$ cat config.mk
export PLATFORM = sky130hd
export DESIGN_NAME = instr_fetch_decode
export DESIGN_NICKNAME = d
export VERILOG_FILES = /design/src/rtl/instr_fetch_decode.sv
export SDC_FILE = /design/constraint.sdc
export NUM_CORES = 1
export LEC_CHECK = 0
export CORE_MARGIN = 1.5
export CORE_UTILIZATION = 41
export CTS_CLUSTER_SIZE = 24
export DETAILED_ROUTE_END_ITERATION = 8
export PLACE_DENSITY = 0.85
export REMOVE_ABC_BUFFERS = 1
export SYNTH_ARGS = -nofsm -noshare
export SYNTH_HDL_FRONTEND = slang
export SYNTH_SLANG_ARGS = --single-unit
$ cat constraint.sdc
create_clock -name clk -period 2.15 [get_ports clk]
set_clock_uncertainty 0.2 [all_clocks]
set_input_delay 0.215 -clock clk [delete_from_list [all_inputs] [get_ports clk]]
set_output_delay 0.215 -clock clk [all_outputs]
set_load 0.02 [all_outputs]
$ cat src/rtl/instr_fetch_decode.sv
// Instruction fetch and IF/ID decode front-end for the 27-bit core.
// Drives the program ROM address from the PC, latches the returned word
// with its decoded flags, and stops fetching once a HALT word is latched.
module instr_fetch_decode #(
    parameter logic [15:0] RESET_PC = 16'h0000,
    parameter int unsigned CNT_W    = 16
) (
    input  logic             clk,
    input  logic             rst_n,
    output logic [15:0]      prom_addr,
    input  logic [26:0]      prom_data,
    input  logic             stall,
    input  logic             br_taken,
    input  logic [15:0]      br_target,
    output logic             ifid_valid,
    output logic [15:0]      ifid_pc,
    output logic             ifid_imm_flag,
    output logic [3:0]       ifid_opcode,
    output logic [2:0]       ifid_rd,
    output logic [2:0]       ifid_rs1,
    output logic [2:0]       ifid_rs2,
    output logic [15:0]      ifid_imm,
    output logic             ifid_is_nop,
    output logic             ifid_is_halt,
    output logic             ifid_is_branch,
    output logic             ifid_illegal,
    output logic             halted,
    output logic [CNT_W-1:0] fetch_count
);

    typedef enum logic [1:0] {StBoot, StRun, StHalted} state_e;

    state_e             state_q;
    logic [15:0]        pc_q;
    logic               valid_q;
    logic [15:0]        ifid_pc_q;
    logic [26:0]        word_q;
    logic               is_nop_q;
    logic               is_halt_q;
    logic               is_branch_q;
    logic               illegal_q;
    logic [CNT_W-1:0]   count_q;

    logic [3:0]         dec_opcode;
    logic               dec_is_nop;
    logic               dec_is_halt;
    logic               dec_is_branch;
    logic               dec_illegal;

    // Decode flags of the word currently on the ROM bus
    always_comb begin
        dec_opcode    = prom_data[25:22];
        dec_is_nop    = (prom_data[26:22] == 5'b00000);
        dec_is_halt   = (prom_data[26:22] == 5'b10000);
        dec_is_branch = (dec_opcode == 4'b1101);
        case (dec_opcode)
            4'b0000, 4'b0001, 4'b0010, 4'b0101,
            4'b0110, 4'b1011, 4'b1101: dec_illegal = 1'b0;
            default:                   dec_illegal = 1'b1;
        endcase
    end

    // Fetch FSM with PC, IF/ID register and saturating fetch counter
    always_ff @(posedge clk or negedge rst_n) begin
        if (!rst_n) begin
            state_q     <= StBoot;
            pc_q        <= RESET_PC;
            valid_q     <= 1'b0;
            ifid_pc_q   <= '0;
            word_q      <= '0;
            is_nop_q    <= 1'b0;
            is_halt_q   <= 1'b0;
            is_branch_q <= 1'b0;
            illegal_q   <= 1'b0;
            count_q     <= '0;
        end else begin
            case (state_q)
                // First cycle after reset release: ROM output not yet trusted
                StBoot: state_q <= StRun;
                StRun: begin
                    if (br_taken) begin
                        pc_q    <= br_target;
                        valid_q <= 1'b0;
                    end else if (!stall) begin
                        valid_q     <= 1'b1;
                        ifid_pc_q   <= pc_q;
                        word_q      <= prom_data;
                        is_nop_q    <= dec_is_nop;
                        is_halt_q   <= dec_is_halt;
                        is_branch_q <= dec_is_branch;
                        illegal_q   <= dec_illegal;
                        if (count_q != {CNT_W{1'b1}}) begin
                            count_q <= count_q + CNT_W'(1);
                        end
                        // PC parks on the HALT address
                        if (dec_is_halt) begin
                            state_q <= StHalted;
                        end else begin
                            pc_q <= pc_q + 16'd1;
                        end
                    end
                end
                StHalted: begin
                    // A redirect here means the HALT was on the wrong path
                    if (br_taken) begin
                        pc_q    <= br_target;
                        valid_q <= 1'b0;
                        state_q <= StRun;
                    end else if (!stall) begin
                        valid_q <= 1'b0;
                    end
                end
                default: state_q <= StBoot;
            endcase
        end
    end

    assign prom_addr      = pc_q;
    assign halted         = (state_q == StHalted);
    assign ifid_valid     = valid_q;
    assign ifid_pc        = ifid_pc_q;
    assign ifid_imm_flag  = word_q[26];
    assign ifid_opcode    = word_q[25:22];
    assign ifid_rd        = word_q[21:19];
    assign ifid_rs1       = word_q[18:16];
    assign ifid_rs2       = word_q[2:0];
    assign ifid_imm       = word_q[15:0];
    assign ifid_is_nop    = is_nop_q;
    assign ifid_is_halt   = is_halt_q;
    assign ifid_is_branch = is_branch_q;
    assign ifid_illegal   = illegal_q;
    assign fetch_count    = count_q;

endmodule

==> results by group, run 1 <==
Status
  – Status: finished clean

Logic synthesis
  – Most frequent cell after synthesis: nand2_1
  – Synth top area cells: dfrtp_1 (53%), nand2_1 (13%), xnor2_1 (2.3%), nand3_1 (2.2%), o21ai_0 (2.2%)
  – Number of synthesized register bits: 82
  – Ys flop type: dfrtp_1
  – Post-synth top area cell: dfrtp_1
  – Number of synthesized flops with an enable pin: 0
  – Yosys cell types: 49
  – Syn avg cell area: slightly above 9 um2
  – Async SR Flop Fraction: 1.000
  – Yosys top cell area share: 0.5314
  – Synth Warn #: 0
  – Synth Instances: 421
  – Register area share after synthesis: 0.5314
  – Top cells by count, synth: nand2_1 (137), dfrtp_1 (82), clkbuf_1 (20)
  – Cell Area, Synth: 0.003861 mm2

Detailed routing
  – Routed Wire Length: 10780 um
  – Post-route DRC: 0
  – Vias per cell: ~5.4
  – Routed len/inst: approximately 16 um
  – Antenna-violating nets left: 0
  – First-pass DRT Iterations: 5
  – Vias: between 3k and 4k
  – DRT iter0 DRCs: 225

Run
  – Max cap viols: 0

Setup path
  – WS Path Type: reg2out
  – CP Capture Type: primary output
  – CP Launch Type: register
  – Crit-path max FO: 6
  – Top Family by Delay on Critical Path: buffers and inverters
  – Max incr delay on CP: 0.45 ns
  – Buffer and inverter count on the worst path: 2
  – Crit-path cells: nand2b_1 -> inv_1 -> dlygate4sd2_1
  – Critical path arrival: 1.65 ns
  – Slowest-stage cell, CP: dfrtp_1
  – Worst EP required: 1.74 ns

Pwr
  – Sw Pwr: 1.470 mW
  – Logic pwr share: 0.310
  – Cell internal pwr: 3.010 mW
  – Clk pwr share: 0.247
  – VDD IR max: 398.6 uV
  – Pleak: approximately 2.5 nW
  – PD cells: 792.3 mW/mm2
  – Sequential power share: 0.443
  – Switching Share: 0.3282

GRT
  – First-pass GRT wire length: 17880 um
  – Antenna violations before repair: 0
  – Total grt overflow: 0
  – Vias in the first global route: 3759
  – Largest net degree at the start of global routing: 63
  – Gr usage total: 0.2247

STA
  – Final Cycle Share: 0.9626
  – Final setup violating endpoints: 0
  – Hold Vio Cnt, Final: 0
  – Fin Hold WS: around 0.084 ns
  – RSZ-0062 raised after global routing: false
  – Max Clk Rate: roughly 480 MHz
  – Max Slew Vio Count: 0
  – Setup TNS: 0 ns
  – Worst-Margin Slew: 0.4476 ns
  – Slew HR: 0.7005
  – Final WS setup: 0.08037 ns
  – Tmin final: 2.070 ns

Finish
  – Number of diodes: 0
  – Area delta synth->final: 46.44%
  – Final core occ: 0.6148
  – Layout cells sized above 1: 0.1028
  – Layout Nets: 619
  – Final instance area: 0.005654 mm2

Place
  – Dpl hpwl: 7896 um
  – I/O Buffers: 130
  – Placed Instance Area: 0.005453 mm2
  – Setup slack at placement: -0.1527 ns
  – GPL Wtd Cong: 0.8764

Die
  – Boundary Pins: 131
  – Rows: 35
  – Die Height: 100.0 um
  – CORE AREA: 0.009196 mm2
  – Die area: about 0.01 mm2
  – Die W: 100.0 um
  – Initial core utilization: 0.4199

Clock tree
  – CTS max path bufs: 2
  – H-tree levels: 3
  – Worst-path clk slew: 0.08 ns
  – Cts bufs inserted: 9
  – CTS Root Cell: clkbuf_8
  – Clock Sinks: 82
  – Skew-Pair Late Insertion Delay: about 0.35 ns
  – CTS tree: done

Worst hold path
  – Worst min path class: in2async
worst paths after layout:
check | cells after the start | end | slack, ns | start
setup / recovery | 3 | halted | 0.08 | state_q[0]
setup reg to reg | 5 | fetch_count[1] | 0.15 | fetch_count[1]
hold / removal | 2 | fetch_count[14] | 0.08 | rst_n
hold reg to reg | 2 | ifid_pc[10] | 0.28 | ifid_pc[10]
min in group clk | 3 | word_q[1] | 0.19 | prom_data[1]
max in group asynchronous | 3 | ifid_pc[2] | 1.04 | rst_n
cell families after synthesis:
logic type	Yosys count	synth area share
xor+xnor	11	0.02495
mux	5	0.01426
simple gates	212	0.2495
compound gates	72	0.1296
buf+inv	37	0.04375
flops	82	0.5314
fa+ha+maj	2	0.006480
routing by layer:
layer / GRT usage / part of all wire / vias to the layer above
met3: 0.04178 / 0.063 / 26
met1: 0.2825 / 0.43 / 1773
met4: 0.09209 / 0.026 / 0
li1: - / - / 1761
met5: 0 / 0 / -
met2: 0.3825 / 0.48 / 163
through the flow:
stage	total power [mW]	std cells
after detailed placement	3.404	669
after global routing	4.706	685
after CTS	4.507	685
after floorplan	2.601	394
after global placement	3.362	669
final	4.480	685
sequential cells by signal, summed over array words and instances, names as in the netlist:
register	flops
ifid_valid	1
ifid_is_nop	1
ifid_is_halt	1
state_q	2
fetch_count	16
ifid_illegal	1
ifid_is_branch	1
word_q	27
ifid_pc	16
prom_addr	16
power groups by stage:
stage | Clock [mW] | Combinational [mW] | Sequential [mW]
after floorplan | 0 | 0.335 | 2.27
after global placement | 0 | 1.37 | 1.99
after detailed placement | 0 | 1.40 | 2.01
after CTS | 1.12 | 1.40 | 1.98
after global routing | 1.19 | 1.50 | 2.02
final | 1.11 | 1.39 | 1.98
worst register-to-register path, cell delays in order (launching register included):
cell	delay [ns]
dfrtp_1	0.43
ha_1	0.20
nand3_1	0.09
or2_2	0.32
o21ai_0	0.28
mux2_2	0.37
layout by cell type (no fill, tap or decap), drive strengths merged, types with 2 or more instances in the layout:
cell and n:
nand2b 3, clkinvlp 2, o21ai 17, inv 10
o31ai 4, buf 35, nor2 7, nand3 17
a211oi 6, nand2 138, o2bb2ai 3, a22oi 5
clkdlybuf4s50 128, a22o 7, xnor2 10, nor4 6
clkinv 2, clkbuf 10, o2111ai 2, dfrtp 82
and3 7, o22ai 8, nor3 14, nand4 11
ha 2, o211ai 4, and4 4, o21a 2
a21oi 5, mux2 4
repair_timing:
| item | 4_1_cts | 5_1_grt |
|---|---|---|
| buffers inserted | 0 | 0 |
| hold buffers | 1 | 0 |
| endpoints found under the setup margin | 1 | 0 |
| gates resized for setup | 1 | 0 |
| hold endpoints to repair | 82 | 0 |
area by class of cell:
class,instances,area (um2)
Clock buffer,10,137.6
Clock inverter,5,55.05
Fill cell,788,3542
Inverter,10,37.54
Multi-Input combinational cell,302,1645
Sequential cell,82,2052
Tap cell,111,138.9
Timing Repair Buffer,165,1588
Power figures use the tool's default switching activity.
==> run 2: changes to the inputs <==
--- a/config.mk
+++ b/config.mk
@@ -11,6 +11,7 @@
 export DETAILED_ROUTE_END_ITERATION = 8
 export PLACE_DENSITY = 0.85
 export REMOVE_ABC_BUFFERS = 1
+export SKIP_CTS_REPAIR_TIMING = 1
 export SYNTH_ARGS = -nofsm -noshare
 export SYNTH_HDL_FRONTEND = slang
 export SYNTH_SLANG_ARGS = --single-unit
==> run 2 against run 1 <==
Utilization grew 0.068 points. Critical path depth is 2 higher. Count of clock-buffer cells in the layout did not move. Final cell count unchanged. Routed wire length is essentially flat. Via count is 0.16% lower. First-iteration DRC count rose by 34%. Worst hold slack worse by 0.0031 ns. Register-to-register slack worse by 0.02 ns. Sequential power barely moved. Critical endpoint is now fetch_count[1]. Largest power group unchanged. Highest routed layer unchanged.
==> results by group, run 2 (synthesis results as in run 1) <==
Status
  – Status: finished clean

Setup path
  – Reg2reg path depth: 5 (unchanged)
  – Worst path depth: 5 (+2)
  – CP Capture Type: register
  – Critical path arrival: 2.07 ns (+0.42 ns)
  – Worst reg-to-reg setup slack: 0.13 ns (-0.02 ns)
  – Top Family by Delay on Critical Path: flip-flops
  – Buffer and inverter count on the worst path: 0 (-2)
  – Crit-path cells: ha_1 -> nand3_1 -> or2_2 -> o21ai_0 -> mux2_2
  – CP Launch Type: register
  – Slowest-stage cell, CP: dfrtp_1
  – RR Endpoint: fetch_count[1]
  – Max incr delay on CP: 0.43 ns (-0.02 ns)
  – Crit path from: fetch_count[1]
  – R2R Path Start: fetch_count[1]
  – WS Path Type: reg2reg
  – Worst EP required: 2.19 ns (+0.45 ns)
  – CP Capture Point: fetch_count[1]
  – Crit-path max FO: 5 (-1)

STA
  – Tmin final: 2.023 ns (-0.04668 ns)
  – RSZ-0062 raised after global routing: false
  – Final Cycle Share: 0.9409 (-0.02171)
  – Max Slew Vio Count: 0 (unchanged)
  – Setup TNS: 0 ns (unchanged)
  – Hold Vio Cnt, Final: 0 (unchanged)
  – Max Clk Rate: 494.3 MHz (+2.3%)
  – Final WS setup: 0.1270 ns (+0.04668 ns)
  – Slew HR: 0.6973 (-0.003220)
  – Worst-Margin Slew: 0.4525 ns (+0.004811 ns)
  – Final setup violating endpoints: 0 (unchanged)

Finish
  – Commonest non-fill, non-tap cells in the layout: nand2_1 (137), clkdlybuf4s50_1 (128), dfrtp_1 (82), buf_4 (33)
  – Final core occ: 0.6155 (+0.0006800)
  – Number of diodes: 0 (unchanged)
  – Biggest register: word_q
  – Area delta synth->final: 46.60%
  – Layout cells sized above 1: 0.1063 (+0.003484)
  – Largest register FFs: 27 (unchanged)
  – Final non-filler cell total: 685 (unchanged)
  – Final instance area: 0.005660 mm2 (+0.11%)
  – Layout Nets: 619 (unchanged)
  – Leading cell type in the layout, fill and taps excluded: nand2_1

Detailed routing
  – Vias: 3717 (-0.16%)
  – Routed Wire Length: 10780 um (about the same)
  – Antenna-violating nets left: 0 (unchanged)
  – Routed len/inst: 15.73 um (about the same)
  – First-pass DRT Iterations: 4 (-1)
  – Wire length on met1: 4558 um (-1.4%)
  – DRT iter0 DRCs: 301 (+34%)
  – Met3 wire len: 745 um (+10%)
  – Vias per cell: 5.426 (-0.16%)
  – Top Layer Used: met4
  – Met2 WL: 5233 um (+0.71%)
  – Post-route DRC: 0 (unchanged)

Place
  – Placed Instance Area: 0.005453 mm2 (unchanged)
  – Dpl cells: 669 (unchanged)
  – I/O Buffers: 130 (unchanged)
  – Dpl hpwl: 7896 um (unchanged)
  – Setup slack at placement: -0.1527 ns (unchanged)
  – GPL Wtd Cong: 0.8764 (unchanged)

Die
  – Initial core utilization: 0.4199 (unchanged)
  – Die W: 100.0 um (unchanged)
  – Die area: 0.01001 mm2 (unchanged)
  – Boundary Pins: 131 (unchanged)
  – Rows: 35 (unchanged)
  – Die Height: 100.0 um (unchanged)
  – CORE AREA: 0.009196 mm2 (unchanged)

GRT
  – Largest net degree at the start of global routing: 63 (unchanged)
  – Gr usage total: 0.2247 (unchanged)
  – Vias in the first global route: 3759 (unchanged)
  – Antenna violations before repair: 0 (unchanged)
  – First-pass GRT wire length: 17880 um (unchanged)
  – Total grt overflow: 0 (unchanged)

Clock tree
  – CTS max path bufs: 2 (unchanged)
  – Cts bufs inserted: 9 (unchanged)
  – Skew-Pair Late Insertion Delay: 0.35 ns (about the same)
  – CTS tree: done
  – Clock Sinks: 82 (unchanged)
  – CTS Root Cell: clkbuf_8
  – Worst-path clk slew: 0.08 ns (about the same)
  – H-tree levels: 3 (unchanged)

Run
  – Max cap viols: 0 (unchanged)

Worst hold path
  – Worst min path class: in2async

Pwr
  – VDD IR max: 398.4 uV (about the same)
  – PD cells: 791.5 mW/mm2 (-0.10%)
  – Pleak: 2.555 nW (+0.49%)
==> run 2: cell count changes in the layout (fill, tap and decap cells not counted), sizes merged <==
cell / previous run / this run
dlygate4sd2: 1 / 0
dlymetal6s2s: 0 / 1
==> run 2: where the power goes <==
group          internal, mW  total, mW  switching (mW)
registers              1.76       1.98           0.219
logic                 0.689       1.39           0.701
clock network         0.558       1.11           0.550
total                  3.01       4.48            1.47
==> run 2: how the worst min path moves through the flow <==
stage / slack, ns / to
floorplan: -0.28 / fetch_count[0]
global placement: -0.09 / word_q[5]
detailed placement: -0.08 / word_q[5]
CTS: -0.47 / word_q[5]
global route: 0.10 / word_q[5]
finish: 0.08 / fetch_count[14]
==> run 2: area by class of cell <==
| cell class | count | area, um2 |
|---|---|---|
| repair buffers | 165 | 1592 |
| clock inverters | 5 | 55.05 |
| well taps | 111 | 138.9 |
| multi-input cells | 302 | 1648 |
| fillers | 786 | 3536 |
| flip-flops and latches | 82 | 2052 |
| inverters | 10 | 37.54 |
| clock buffers | 10 | 137.6 |
==> run 2: through the flow <==
stage	power [mW]	hold slack, ns
finish	4.480	0.08102
floorplan	2.601	-0.2806
CTS	4.505	-0.4663
detailed placement	3.404	-0.08339
global placement	3.362	-0.08900
global route	4.706	0.1035
==> run 2: metal layers <==
layer,vias up,track usage
li1,1763,-
met1,1753,0.2825
met2,178,0.3825
met3,23,0.04178
met4,0,0.09209
met5,-,0
==> run 3: changes to the inputs <==
==> constraint.sdc (replaced) <==
create_clock -name clk -period 2.15 [get_ports clk]
set_clock_uncertainty 0.2 [all_clocks]
set_input_delay 0.3225 -clock clk [delete_from_list [all_inputs] [get_ports clk]]
set_output_delay 0.3225 -clock clk [all_outputs]
set_load 0.02 [all_outputs]
==> run 3 against run 2 <==
Worst hold slack improved by 0.10 ns. Critical path depth decreased by 4. Utilization increased by 0.49 points. Design area increased by 0.80%. Global-route usage increased by 0.57 points. Combinational power about the same. Critical path type is now reg2out. Largest power group unchanged. Highest routed layer unchanged.
==> results by group, run 3 (synthesis results as in run 1) <==
Place
  – Dpl hpwl: 8145 um (+3.1%)
  – Placed Instance Area: 0.005488 mm2 (+0.64%)
  – GPL Wtd Cong: 0.8177 (-6.7%)
  – I/O Buffers: 130 (unchanged)
  – Setup slack at placement: -0.3124 ns (-0.1597 ns)

GRT
  – Vias in the first global route: 3732 (-0.72%)
  – Gr usage total: 0.2304 (+0.005711)
  – Antenna violations before repair: 0 (unchanged)
  – Largest net degree at the start of global routing: 64 (+1.6%)
  – Total grt overflow: 0 (unchanged)
  – First-pass GRT wire length: 18290 um (+2.3%)

Clock tree
  – Skew-Pair Late Insertion Delay: 0.36 ns (about the same)
  – CTS tree: done
  – CTS max path bufs: 2 (unchanged)
  – Clock Sinks: 82 (unchanged)
  – Cts bufs inserted: 9 (unchanged)
  – Worst-path clk slew: 0.09 ns (about the same)
  – CTS Root Cell: clkbuf_8
  – H-tree levels: 3 (unchanged)

Finish
  – Number of fill cells: 774 (-1.5%)
  – Biggest register: word_q
  – Reg area: 0.002052 mm2 (unchanged)
  – Layout cells sized above 1: 0.1107 (+0.004455)
  – Layout Nets: 622 (+0.48%)
  – Leading cell type in the layout, fill and taps excluded: nand2_1
  – Footprint of the multi-input gates: 0.001650 mm2 (+0.15%)
  – Final instance area: 0.005705 mm2 (+0.80%)
  – Commonest non-fill, non-tap cells in the layout: nand2_1 (137), clkdlybuf4s50_1 (128), dfrtp_1 (82), buf_4 (35), nand3_1 (17)
  – Largest register FFs: 27 (unchanged)
  – Number of diodes: 0 (unchanged)
  – Area delta synth->final: 47.76%

STA
  – Final Cycle Share: 0.9721 (+0.03117)
  – Max Slew Vio Count: 0 (unchanged)
  – Tmin final: 2.090 ns (+0.06702 ns)
  – RSZ-0062 raised after global routing: false
  – Final WS setup: 0.06003 ns (-0.06702 ns)
  – Final setup violating endpoints: 0 (unchanged)
  – Max Clk Rate: 478.5 MHz (-3.2%)
  – Slew HR: 0.6813 (-0.01599)
  – Setup TNS: 0 ns (unchanged)
  – Worst-Margin Slew: 0.4764 ns (+0.02390 ns)
  – Fin Hold WS: 0.1822 ns (+0.1012 ns)
  – Hold Vio Cnt, Final: 0 (unchanged)

Die
  – CORE AREA: 0.009196 mm2 (unchanged)
  – Initial core utilization: 0.4199 (unchanged)
  – Rows: 35 (unchanged)
  – Die W: 100.0 um (unchanged)
  – Die area: 0.01001 mm2 (unchanged)
  – Die Height: 100.0 um (unchanged)
  – Boundary Pins: 131 (unchanged)

Setup path
  – Reg2reg path depth: 4 (-1)
  – Worst EP required: 1.63 ns (-0.56 ns)
  – Max incr delay on CP: 0.67 ns (+0.24 ns)
  – Slowest-stage cell, CP: clkdlybuf4s50_1
  – Buffer and inverter count on the worst path: 1 (+1)
  – WS Path Type: reg2out
  – Top Family by Delay on Critical Path: buffers and inverters
  – Crit-path cells: clkdlybuf4s50_1
  – Crit-path max FO: 9 (+4)
  – CP Capture Type: primary output
  – Worst path depth: 1 (-4)
  – CP Launch Type: register
  – Critical path arrival: 1.57 ns (-0.50 ns)

Detailed routing
  – DRT iter0 DRCs: 278 (-7.6%)
  – Routed Wire Length: 11240 um (+4.3%)
  – Vias per cell: 5.524 (+1.8%)
  – Post-route DRC: 0 (unchanged)
  – Routed len/inst: 16.31 um (+3.7%)
  – Antenna-violating nets left: 0 (unchanged)
  – First-pass DRT Iterations: 5 (+1)
  – Vias: 3806 (+2.4%)

Worst hold path
  – Worst min path class: in2async

Pwr
  – Pleak: 2.578 nW (+0.90%)
  – PD cells: 793.4 mW/mm2 (+0.24%)
  – VDD IR max: 359.5 uV (-9.8%)
  – Pwr Total: 4.527 mW (+1.0%)

Run
  – Max cap viols: 0 (unchanged)

Status
  – Status: finished clean
run 3: final timing paths:
check / startpoint / end / slack [ns]
setup / recovery: prom_addr[11] / prom_addr[11] / 0.06
max in group asynchronous: rst_n / ifid_pc[3] / 0.93
setup reg to reg: state_q[0] / fetch_count[15] / 0.13
hold / removal: rst_n / fetch_count[13] / 0.18
min in group clk: ifid_pc[8] / ifid_pc[8] / 0.28
hold reg to reg: ifid_pc[8] / ifid_pc[8] / 0.28
run 3: power by group:
group	switching (mW)	total [mW]	internal, mW
combinational	0.707	1.40	0.693
sequential	0.220	1.98	1.76
clock	0.600	1.14	0.545
run 3: metal layers:
layer,wire length (um),GRT usage
met4,323,0.1083
met2,5274,0.3663
met3,833,0.03691
met5,0,0
met1,4809,0.3101
run 3: layout make-up:
| type | instances | share of cell area |
|---|---|---|
| clock inverters | 7 | 0.01338 |
| flip-flops and latches | 82 | 0.3596 |
| inverters | 10 | 0.006579 |
| clock buffers | 9 | 0.02171 |
| well taps | 111 | 0.02434 |
| repair buffers | 168 | 0.2851 |
| multi-input cells | 302 | 0.2893 |
run 3: metrics by stage:
stage                     utilization  cells
after floorplan                     -    394
after global placement         0.5967    672
after detailed placement       0.5967    672
after CTS                      0.6185    688
after global routing           0.6204    689
final                          0.6204    689
run 3: worst reg2reg max path: stages, from the launching register on:
cell	delay [ns]
dfrtp_1	0.45
or4b_4	0.55
nor3_4	0.24
nand4_1	0.14
mux2_1	0.33
